<file path="config.mk">
export PLATFORM = sky130hd
export DESIGN_NAME = ttl245_bus_arbiter_flat
export DESIGN_NICKNAME = d
export VERILOG_FILES = /design/src/rtl/ttl245_bus_arbiter_if.sv /design/src/rtl/ttl245_bus_arbiter.sv /design/src/flat_wrapper.sv
export SDC_FILE = /design/constraint.sdc
export NUM_CORES = 1
export LEC_CHECK = 0
export ABC_AREA = 1
export ABC_CLOCK_PERIOD_IN_PS = 3100
export CAP_MARGIN = 10
export CORE_MARGIN = 2
export CORE_UTILIZATION = 56
export DETAILED_ROUTE_END_ITERATION = 10
export GPL_TIMING_DRIVEN = 1
export HOLD_SLACK_MARGIN = 0.03
export PLACE_DENSITY = 0.8
export REMOVE_ABC_BUFFERS = 1
export SLEW_MARGIN = 10
export SYNTH_ARGS = -nofsm -noshare
export SYNTH_HDL_FRONTEND = slang
export SYNTH_SLANG_ARGS = --single-unit
</file>
<file path="constraint.sdc">
create_clock -name clk -period 3.1 [get_ports clk]
set_input_delay 0.62 -clock clk [delete_from_list [all_inputs] [get_ports clk]]
set_output_delay 0.62 -clock clk [all_outputs]
set_load 0.005 [all_outputs]
</file>
<file path="src/rtl/ttl245_bus_arbiter_if.sv">
// Handshake and transceiver-control bundle between the requesters and ttl245_bus_arbiter.
// The arbiter attaches through the slave modport, the requester side through master.
interface ttl245_bus_arbiter_if #(
    parameter int NREQ = 2
);
    localparam int SELW = $clog2(NREQ);

    logic [NREQ-1:0] req_i;
    logic [NREQ-1:0] dir_i;
    logic [NREQ-1:0] grant_o;
    logic            xcvr_dir_o;
    logic            xcvr_oen_o;
    logic [SELW-1:0] mux_sel_o;
    logic            busy_o;
    logic            timeout_o;

    modport master (
        output req_i, dir_i,
        input  grant_o, xcvr_dir_o, xcvr_oen_o, mux_sel_o, busy_o, timeout_o
    );

    modport slave (
        input  req_i, dir_i,
        output grant_o, xcvr_dir_o, xcvr_oen_o, mux_sel_o, busy_o, timeout_o
    );
endinterface

</file>
<file path="src/rtl/ttl245_bus_arbiter.sv">
// Round-robin owner of a shared 74245 bus segment with setup and turnaround dead-time.
// Define BUSARB_TIMEOUT_EN to force a release after TIMEOUT active cycles.
module ttl245_bus_arbiter #(
    parameter int NREQ      = 2,
    parameter int SETUP_CYC = 2,
    parameter int TURN_CYC  = 1,
    parameter int TIMEOUT   = 64
) (
    input logic                 clk,
    input logic                 rst,
    ttl245_bus_arbiter_if.slave bus
);
    localparam int SELW = $clog2(NREQ);
    localparam logic [7:0] SETUP_LOAD = 8'(SETUP_CYC - 1);
    localparam logic [7:0] TURN_LOAD  = 8'(TURN_CYC - 1);

    if (NREQ < 2 || NREQ > 4) begin : gBadNreq
        $error("ttl245_bus_arbiter: NREQ must be 2..4");
    end
    if (SETUP_CYC < 1 || SETUP_CYC > 255 || TURN_CYC < 1 || TURN_CYC > 255 ||
        TIMEOUT < 1 || TIMEOUT > 255) begin : gBadCycles
        $error("ttl245_bus_arbiter: SETUP_CYC, TURN_CYC, TIMEOUT must be 1..255");
    end

    typedef enum logic [1:0] {IDLE, SETUP, ACTIVE, RELEASE} state_e;

    state_e          state_q;
    logic [7:0]      cnt_q;
    logic [SELW-1:0] owner_q;
    logic [SELW-1:0] ptr_q;
    logic [NREQ-1:0] grant_q;
    logic            dir_q;
    logic            oen_q;
    logic            busy_q;

    logic [NREQ-1:0] eligible;
    logic [NREQ-1:0] rot;
    logic [SELW-1:0] winner;
    logic [SELW-1:0] ownerNext;
    logic            anyEligible;
    logic            ownerReq;
    logic            forceRelease;
    int              offset;

    assign ownerReq  = bus.req_i[owner_q];
    assign ownerNext = (int'(owner_q) == NREQ - 1) ? '0 : owner_q + SELW'(1);

`ifdef BUSARB_TIMEOUT_EN
    localparam logic [7:0] TIMEOUT_VAL = 8'(TIMEOUT);

    logic [7:0]      activeCnt_q;
    logic [NREQ-1:0] blocked_q;
    logic            timeout_q;

    assign eligible      = bus.req_i & ~blocked_q;
    assign forceRelease  = (state_q == ACTIVE) && ownerReq && (activeCnt_q == TIMEOUT_VAL);
    assign bus.timeout_o = timeout_q;

    // A timed-out owner stays ineligible until it lowers its request once.
    always_ff @(posedge clk or posedge rst) begin
        if (rst) begin
            activeCnt_q <= 8'd1;
            blocked_q   <= '0;
            timeout_q   <= 1'b0;
        end else begin
            timeout_q <= forceRelease;
            blocked_q <= (blocked_q & bus.req_i) | (forceRelease ? (NREQ'(1) << owner_q) : '0);
            if (state_q != ACTIVE) begin
                activeCnt_q <= 8'd1;
            end else if (!forceRelease) begin
                activeCnt_q <= activeCnt_q + 8'd1;
            end
        end
    end
`else
    assign eligible      = bus.req_i;
    assign forceRelease  = 1'b0;
    assign bus.timeout_o = 1'b0;
`endif

    // Rotate so bit 0 is the pointer position; the lowest set bit is the round-robin winner.
    assign rot = NREQ'({eligible, eligible} >> ptr_q);

    always_comb begin
        offset      = 0;
        anyEligible = 1'b0;
        for (int i = NREQ - 1; i >= 0; i--) begin
            if (rot[i]) begin
                offset      = i;
                anyEligible = 1'b1;
            end
        end
        winner = SELW'((int'(ptr_q) + offset) % NREQ);
    end

    // OEn is only pulled low in ACTIVE, so SETUP and RELEASE are the dead-time windows.
    always_ff @(posedge clk or posedge rst) begin
        if (rst) begin
            state_q <= IDLE;
            cnt_q   <= 8'd0;
            owner_q <= '0;
            ptr_q   <= '0;
            grant_q <= '0;
            dir_q   <= 1'b0;
            oen_q   <= 1'b1;
            busy_q  <= 1'b0;
        end else begin
            case (state_q)
                IDLE: begin
                    if (anyEligible) begin
                        owner_q <= winner;
                        dir_q   <= bus.dir_i[winner];
                        cnt_q   <= SETUP_LOAD;
                        busy_q  <= 1'b1;
                        state_q <= SETUP;
                    end
                end
                SETUP: begin
                    if (!ownerReq) begin
                        busy_q  <= 1'b0;
                        state_q <= IDLE;
                    end else if (cnt_q == 8'd0) begin
                        grant_q <= NREQ'(1) << owner_q;
                        oen_q   <= 1'b0;
                        state_q <= ACTIVE;
                    end else begin
                        cnt_q <= cnt_q - 8'd1;
                    end
                end
                ACTIVE: begin
                    if (!ownerReq || forceRelease) begin
                        grant_q <= '0;
                        oen_q   <= 1'b1;
                        ptr_q   <= ownerNext;
                        cnt_q   <= TURN_LOAD;
                        state_q <= RELEASE;
                    end
                end
                RELEASE: begin
                    if (cnt_q == 8'd0) begin
                        busy_q  <= 1'b0;
                        state_q <= IDLE;
                    end else begin
                        cnt_q <= cnt_q - 8'd1;
                    end
                end
                default: state_q <= IDLE;
            endcase
        end
    end

    assign bus.grant_o    = grant_q;
    assign bus.xcvr_dir_o = dir_q;
    assign bus.xcvr_oen_o = oen_q;
    assign bus.mux_sel_o  = owner_q;
    assign bus.busy_o     = busy_q;
endmodule
</file>
<file path="src/flat_wrapper.sv">
// flat-port wrapper written by rule: the top's interface ports become plain ports
module ttl245_bus_arbiter_flat 
#(
    parameter int NREQ      = 2,
    parameter int SETUP_CYC = 2,
    parameter int TURN_CYC  = 1,
    parameter int TIMEOUT   = 64
)
  (clk, rst, bus_req_i, bus_dir_i, bus_grant_o, bus_xcvr_dir_o, bus_xcvr_oen_o, bus_mux_sel_o, bus_busy_o, bus_timeout_o);
  ttl245_bus_arbiter_if #(.NREQ(NREQ)) bus_i ();
  input logic clk;
  input logic rst;
  input wire logic [$bits(bus_i.req_i)-1:0] bus_req_i;
  input wire logic [$bits(bus_i.dir_i)-1:0] bus_dir_i;
  output wire logic [$bits(bus_i.grant_o)-1:0] bus_grant_o;
  output wire logic [$bits(bus_i.xcvr_dir_o)-1:0] bus_xcvr_dir_o;
  output wire logic [$bits(bus_i.xcvr_oen_o)-1:0] bus_xcvr_oen_o;
  output wire logic [$bits(bus_i.mux_sel_o)-1:0] bus_mux_sel_o;
  output wire logic [$bits(bus_i.busy_o)-1:0] bus_busy_o;
  output wire logic [$bits(bus_i.timeout_o)-1:0] bus_timeout_o;
  assign bus_i.req_i = bus_req_i;
  assign bus_i.dir_i = bus_dir_i;
  assign bus_grant_o = bus_i.grant_o;
  assign bus_xcvr_dir_o = bus_i.xcvr_dir_o;
  assign bus_xcvr_oen_o = bus_i.xcvr_oen_o;
  assign bus_mux_sel_o = bus_i.mux_sel_o;
  assign bus_busy_o = bus_i.busy_o;
  assign bus_timeout_o = bus_i.timeout_o;
  ttl245_bus_arbiter #(.NREQ(NREQ), .SETUP_CYC(SETUP_CYC), .TURN_CYC(TURN_CYC), .TIMEOUT(TIMEOUT)) u_core (.clk(clk), .rst(rst), .bus(bus_i));
endmodule
</file>
==> summary.md, run 1 <==
| Metric | Value |
|---|---|
| Number of cell rows | `15` |
| CTS resizes | `0` |
| Pwr dens | `1030 nW/um^2` |
| Hold Buf Count CTS | `0` |
| RSZ-0062 raised after global routing | `no` |
| Worst Hold Class | `reg2reg` |
| Post-Syn Area | `1030 um^2` |
| Vias in the first global route | `697` |
| Final-stage net count | `157` |
| Max-slew headroom | `58.6%` |
| Sequential Power Share | `33.2%` |
| Critical path's top delay family | `flip-flops` |
| Worst-path maximum fanout | `2` |
| Number of top-level pins | `13` |
| Die height | `46.9 um` |
| Netlist cell types | `28` |
| Hold Vio Cnt, Final | `0` |
| Synth Instances | `134` |
| Switching Fraction | `45.7%` |
| Initial antenna violation count | `0` |
| Setup total negative slack | `0 ps` |
| CTS tree | `built` |
| Seq cells post-synth | `17` |
| Logic pwr share | `57.3%` |
| Post-DP HPWL | `1430 um` |
| Footprint of the multi-input gates | `527 um^2` |
| Longest Clk Path Bufs | `2` |
| Fmax | `0.518 GHz` |
| CP peak stage delay | `540 ps` |
| Root Buffer | `clkbuf_4` |
| Clock-pin transition on the worst setup and hold timing paths | `90 ps` |
| Final setup fails | `0` |
| Total length of routed wires | `1810 um` |
| IO Port Bufs | `11` |
| Fillers | `142` |
| Vias/cell | `4.77` |
| WL per Instance | `10.4 um` |
| Largest net degree at the start of global routing | `18` |
| Mean post-synth cell area | `7.69 um^2` |
| Crit path cell chain | `clkdlybuf4s50_1` |
| Critical path's slowest cell | `dfstp_2` |
| Min cycle time layout | `1930 ps` |
| Post-DP Area | `1160 um^2` |
| # H-tree levels | `1` |
| # diodes | `0` |
| Leakage | `0.000588 uW` |
| Congestion Overflow GR | `0` |
| Fin area | `1190 um^2` |
| Post-synthesis sequential area ratio | `41.4%` |
| Die footprint | `2200 um^2` |
| Int Pwr | `669 uW` |
| Starting density of the core | `59.7%` |
| Crit end category | `output pin` |
| Yosys warnings | `0` |
| Core Box Area | `1730 um^2` |
| Setup Buffers After CTS | `0` |
| Ratio of cells with drive above 1 in the final layout | `13.5%` |
| Worst Setup Path Type | `reg2out` |
| DR vias | `825` |
| Buf/Inv on CP | `1` |
| Peak supply drop | `0.547 mV` |
| Drt drc | `0` |
| Maxcap violations | `0` |
| Max Transition Viols Final | `0` |
| DRT iter0 DRCs | `16` |
| Clk_skew | `5.57 ps` |
| Clock share of power | `9.5%` |
| Status | `complete, no violations` |
| CP Launch Type | `register` |
| First-pass GRT wire length | `2930 um` |
| Reg-to-reg slack, setup | `1570 ps` |
| Area grow syn2layout | `15.5%` |
| Tot GR Track Use | `18.7%` |
| Required time worst endpoint | `2480 ps` |
| Number of detailed-route iterations in the first pass | `4` |
| Sw Pwr | `564 uW` |
| Fin crit share | `62.3%` |
| ANT nets after route | `0` |
| Register area | `427 um^2` |
| Sink Count | `17` |
| TritonCTS buffer count | `3` |
| Die X | `46.9 um` |
| Routability Congestion | `0.805` |
| Skew-Pair Late Insertion Delay | `290 ps` |
| Crit path DAT | `1310 ps` |
| Least-Margin Pin Slew | `621 ps` |
| Tot Pwr | `1230 uW` |
## state kept, by name, summed over array words and instances (netlist names), named ones only
name,flops
u_core.bus.mux_sel_o,1
u_core.bus.busy_o,1
u_core.cnt_q,8
u_core.bus.grant_o,2
u_core.bus.xcvr_oen_o,1
u_core.ptr_q,1
u_core.state_q,1
u_core.bus.xcvr_dir_o,1
## logic make-up after synthesis
| logic type | share of synthesized area [%] |
|---|---|
| compound gates | 9.47 |
| xor+xnor | 2.55 |
| fa+ha+maj | 2.43 |
| buf+inv | 7.52 |
| flops | 41.4 |
| other cells | 0.364 |
| simple gates | 36.3 |
## power by group through the flow
stage | registers (uW) | logic [uW] | clock network [uW]
5_1_grt | 422 | 809 | 131
6_report | 409 | 707 | 117
4_1_cts | 407 | 714 | 122
3_3_place_gp | 408 | 690 | 0
2_1_floorplan | 402 | 534 | 0
3_5_place_dp | 412 | 712 | 0
## synthesized netlist by cell type (all sizes together)
library cell | instances | area share (%)
ha | 2 | 2.4
o22ai | 1 | 0.61
nand2 | 43 | 18
nor3 | 2 | 1.5
xor2 | 2 | 1.7
nand4 | 1 | 0.61
dfrtp | 16 | 39
conb | 1 | 0.36
nand3 | 7 | 3.4
xnor2 | 1 | 0.85
nor2 | 20 | 12
inv | 18 | 6.8
a21oi | 5 | 3.5
nand3b | 1 | 1.1
o21ai | 11 | 5.3
dfstp | 1 | 2.5
buf | 1 | 0.73
or2 | 1 | 0.61
## worst paths after layout
path                                                     end  cells after the start                              start
setup / recovery                              bus_xcvr_oen_o                      1  u_core.bus.xcvr_oen_o$_DFFE_PP1P_
hold / removal             u_core.bus.xcvr_oen_o$_DFFE_PP1P_                      2  u_core.bus.xcvr_oen_o$_DFFE_PP1P_
setup reg to reg                 u_core.cnt_q[1]$_DFFE_PP0P_                      9        u_core.cnt_q[0]$_DFFE_PP0P_
hold reg to reg            u_core.bus.xcvr_oen_o$_DFFE_PP1P_                      2  u_core.bus.xcvr_oen_o$_DFFE_PP1P_
max in group asynchronous      u_core.bus.busy_o$_DFFE_PP0P_                      2                                rst
min in group asynchronous        u_core.cnt_q[3]$_DFFE_PP0P_                      2                                rst
## cells in the final DEF, fill, tap and decap left out, drive strengths merged, types with 2 or more instances in the layout
master,netlist,routed
inv,18,18
o21ai,11,11
nand3,7,7
xor2,2,2
clkdlybuf4s50,0,11
a21oi,5,5
nand2,43,43
nor3,2,2
clkbuf,0,4
ha,2,2
dfrtp,16,16
nor2,20,20
## metrics by stage
| step | hold slack (ps) | cells | setup WS, ps | utilization, % |
|---|---|---|---|---|
| after floorplan | 453 | 133 | 1680 | - |
| after global placement | 452 | 169 | 1070 | 67.5 |
| after detailed placement | 456 | 169 | 1020 | 67.5 |
| after CTS | 471 | 173 | 1150 | 69.0 |
| after global routing | 496 | 173 | 1110 | 69.0 |
| final | 469 | 173 | 1170 | 69.0 |
## routing by layer
metal  vias up  part of all wire [%]  GRT usage (%)
met2         9                    45           28.5
li1        445                     -              -
met1       369                    52           27.3
met4         0                   1.1           5.00
met5         -                     0              0
met3         2                   2.0           3.46
## final cells by class
type / count / area share (%)
repair buffers: 11 / 9.24
clock buffers: 4 / 2.21
well taps: 25 / 2.63
multi-input cells: 98 / 44.2
flip-flops and latches: 17 / 35.8
inverters: 18 / 5.88
Note: power is estimated with default switching activity, not from simulation.
==> inputs of run 2 (changes only) <==
--- a/config.mk
+++ b/config.mk
@@ -6,14 +6,14 @@
 export NUM_CORES = 1
 export LEC_CHECK = 0
 export ABC_AREA = 1
-export ABC_CLOCK_PERIOD_IN_PS = 3100
+export ABC_CLOCK_PERIOD_IN_PS = 1850
 export CAP_MARGIN = 10
 export CORE_MARGIN = 2
-export CORE_UTILIZATION = 56
+export CORE_UTILIZATION = 53
 export DETAILED_ROUTE_END_ITERATION = 10
 export GPL_TIMING_DRIVEN = 1
 export HOLD_SLACK_MARGIN = 0.03
-export PLACE_DENSITY = 0.8
+export PLACE_DENSITY = 0.77
 export REMOVE_ABC_BUFFERS = 1
 export SLEW_MARGIN = 10
 export SYNTH_ARGS = -nofsm -noshare
==> constraint.sdc (replaced) <==
create_clock -name clk -period 1.85 [get_ports clk]
set_input_delay 0.37 -clock clk [delete_from_list [all_inputs] [get_ports clk]]
set_output_delay 0.37 -clock clk [all_outputs]
set_load 0.005 [all_outputs]
==> summary.md, run 2 (synthesis results as in run 1) <==
| Metric | Value |
|---|---|
| Status | `complete, no violations (unchanged)` |
| Skew-Pair Late Insertion Delay | `290 ps (about the same)` |
| Required time worst endpoint | `1480 ps (was 2480 ps)` |
| DR vias | `886 (was 825)` |
| Largest reg by FF count | `u_core.cnt_q (unchanged)` |
| CTS resizes | `0 (unchanged)` |
| Most common cell after layout, fill and taps aside | `nand2_1 (unchanged)` |
| Clock-pin transition on the worst setup and hold timing paths | `90 ps (about the same)` |
| Crit end category | `output pin (unchanged)` |
| Pwr dens | `1730 nW/um^2 (was 1030 nW/um^2)` |
| # H-tree levels | `1 (unchanged)` |
| Die height | `48.1 um (was 46.9 um)` |
| Final worst-path setup slack | `154 ps (was 1170 ps)` |
| Tot GR Track Use | `19.4% (was 18.7%)` |
| Drt drc | `0 (unchanged)` |
| Critical path's slowest cell | `dfstp_2 (unchanged)` |
| DRT iter0 DRCs | `23 (was 16)` |
| Leakage | `0.000598 uW (was 0.000588 uW)` |
| Vias in the first global route | `694 (was 697)` |
| CTS tree | `built (unchanged)` |
| Post-DP HPWL | `1500 um (was 1430 um)` |
| Crit path DAT | `1330 ps (was 1310 ps)` |
| Starting density of the core | `57.8% (was 59.7%)` |
| Worst Setup Path Type | `reg2out (unchanged)` |
| Sink Count | `17 (unchanged)` |
| ANT nets after route | `0 (unchanged)` |
| Beginning of the critical path | `u_core.bus.xcvr_oen_o$_DFFE_PP1P_ (unchanged)` |
| Number of cell rows | `15 (unchanged)` |
| Area grow syn2layout | `17.0% (was 15.5%)` |
| Peak supply drop | `0.949 mV (was 0.547 mV)` |
| Vias/cell | `5.06 (was 4.77)` |
| FF-to-FF Start | `u_core.cnt_q[0]$_DFFE_PP0P_ (unchanged)` |
| Routability Congestion | `0.763 (was 0.805)` |
| RSZ-0062 raised after global routing | `no (unchanged)` |
| Most frequent cells in the layout | `nand2_1, inv_1, dfrtp_1, nor2_1, clkdlybuf4s50_1 (unchanged)` |
| Root Buffer | `clkbuf_4 (unchanged)` |
| Hold Buf Count CTS | `0 (unchanged)` |
| Fin crit share | `91.7%` |
| # diodes | `0 (unchanged)` |
| Setup Buffers After CTS | `0 (unchanged)` |
| Worst Hold Class | `in2async (was reg2reg)` |
| Crit path cell chain | `clkdlybuf4s50_1 (unchanged)` |
| CP Launch Type | `register (unchanged)` |
| Die X | `48.1 um (was 46.9 um)` |
| Final-stage net count | `159 (was 157)` |
| Fin area | `1210 um^2 (was 1190 um^2)` |
| Ratio of cells with drive above 1 in the final layout | `14.7% (was 13.5%)` |
| Max Transition Viols Final | `0 (unchanged)` |
| Final setup fails | `0 (unchanged)` |
| Initial antenna violation count | `0 (unchanged)` |
| Min cycle time layout | `1700 ps` |
| WL per Instance | `10.9 um (was 10.4 um)` |
| TritonCTS buffer count | `3 (unchanged)` |
| IO Port Bufs | `11 (unchanged)` |
| Number of detailed-route iterations in the first pass | `4 (unchanged)` |
| Worst-path maximum fanout | `2 (unchanged)` |
| Core Box Area | `1780 um^2 (was 1730 um^2)` |
| Hold Vio Cnt, Final | `0 (unchanged)` |
| Critical path's top delay family | `flip-flops (unchanged)` |
| Maxcap violations | `0 (unchanged)` |
| Clk_skew | `2.20 ps (was 5.57 ps)` |
| CP peak stage delay | `540 ps (about the same)` |
| Die footprint | `2310 um^2 (was 2200 um^2)` |
| Number of top-level pins | `13 (unchanged)` |
| Congestion Overflow GR | `0 (unchanged)` |
| Worst slack, placed | `-6.79 ps (was 1020 ps)` |
| Buf/Inv on CP | `1 (unchanged)` |
| Post-DP Area | `1180 um^2 (was 1160 um^2)` |
| Longest Clk Path Bufs | `2 (unchanged)` |
| First-pass GRT wire length | `3060 um (was 2930 um)` |
| Total length of routed wires | `1910 um (was 1810 um)` |
| Max reg flops | `8 (unchanged)` |
| Fmax | `0.590 GHz` |
| Largest net degree at the start of global routing | `18 (unchanged)` |
[run 2: final timing paths]
path,end,slack (ps),cells past startpoint
worst max-delay path,bus_xcvr_oen_o,150,1
worst min-delay path,u_core.cnt_q[3]$_DFFE_PP0P_,380,3
worst max register to register,u_core.cnt_q[2]$_DFFE_PP0P_,310,8
worst min register to register,u_core.bus.xcvr_oen_o$_DFFE_PP1P_,470,2
max in group asynchronous,u_core.bus.xcvr_oen_o$_DFFE_PP1P_,1220,3
min in group clk,u_core.bus.xcvr_oen_o$_DFFE_PP1P_,470,2
[run 2: layout make-up]
type	instances	area (um^2)
inverters	18	70.1
fillers	154	577
repair buffers	13	125
flip-flops and latches	17	427
clock buffers	4	26.3
well taps	25	31.3
multi-input cells	98	527
[run 2: power by group]
group | leakage (uW) | internal, uW | switching (uW)
Combinational | 0.000370 | 498 | 703
Sequential | 0.000213 | 543 | 147
Clock | 0.0000150 | 84.0 | 115
[run 2: stage by stage]
stage,cells,hold slack [ps],setup TNS (ps),total power [uW],utilization (%)
final,175,381,0,2090,67.6
after global routing,175,401,0,2290,67.6
after CTS,175,389,0,2100,67.6
after detailed placement,171,453,-7.53,1900,66.2
after global placement,171,452,0,1860,66.2
after floorplan,133,295,0,1570,-
[run 2: routing by layer]
metal / track usage (%) / up-vias / wire length, um
li1: - / 449 / -
met1: 26.5 / 415 / 934
met2: 29.1 / 19 / 897
met3: 4.44 / 3 / 52
met4: 9.73 / 0 / 26
met5: 0 / - / 0
[run 2: worst reg2reg max path, stage by stage, from the launching register on]
cell and delay, ps:
dfrtp_1 390, inv_1 140, ha_1 170, nand2_1 60, nor2_2 200, nand2_1 160, nand3b_2 200, nand2_1 70
o21ai_1 80
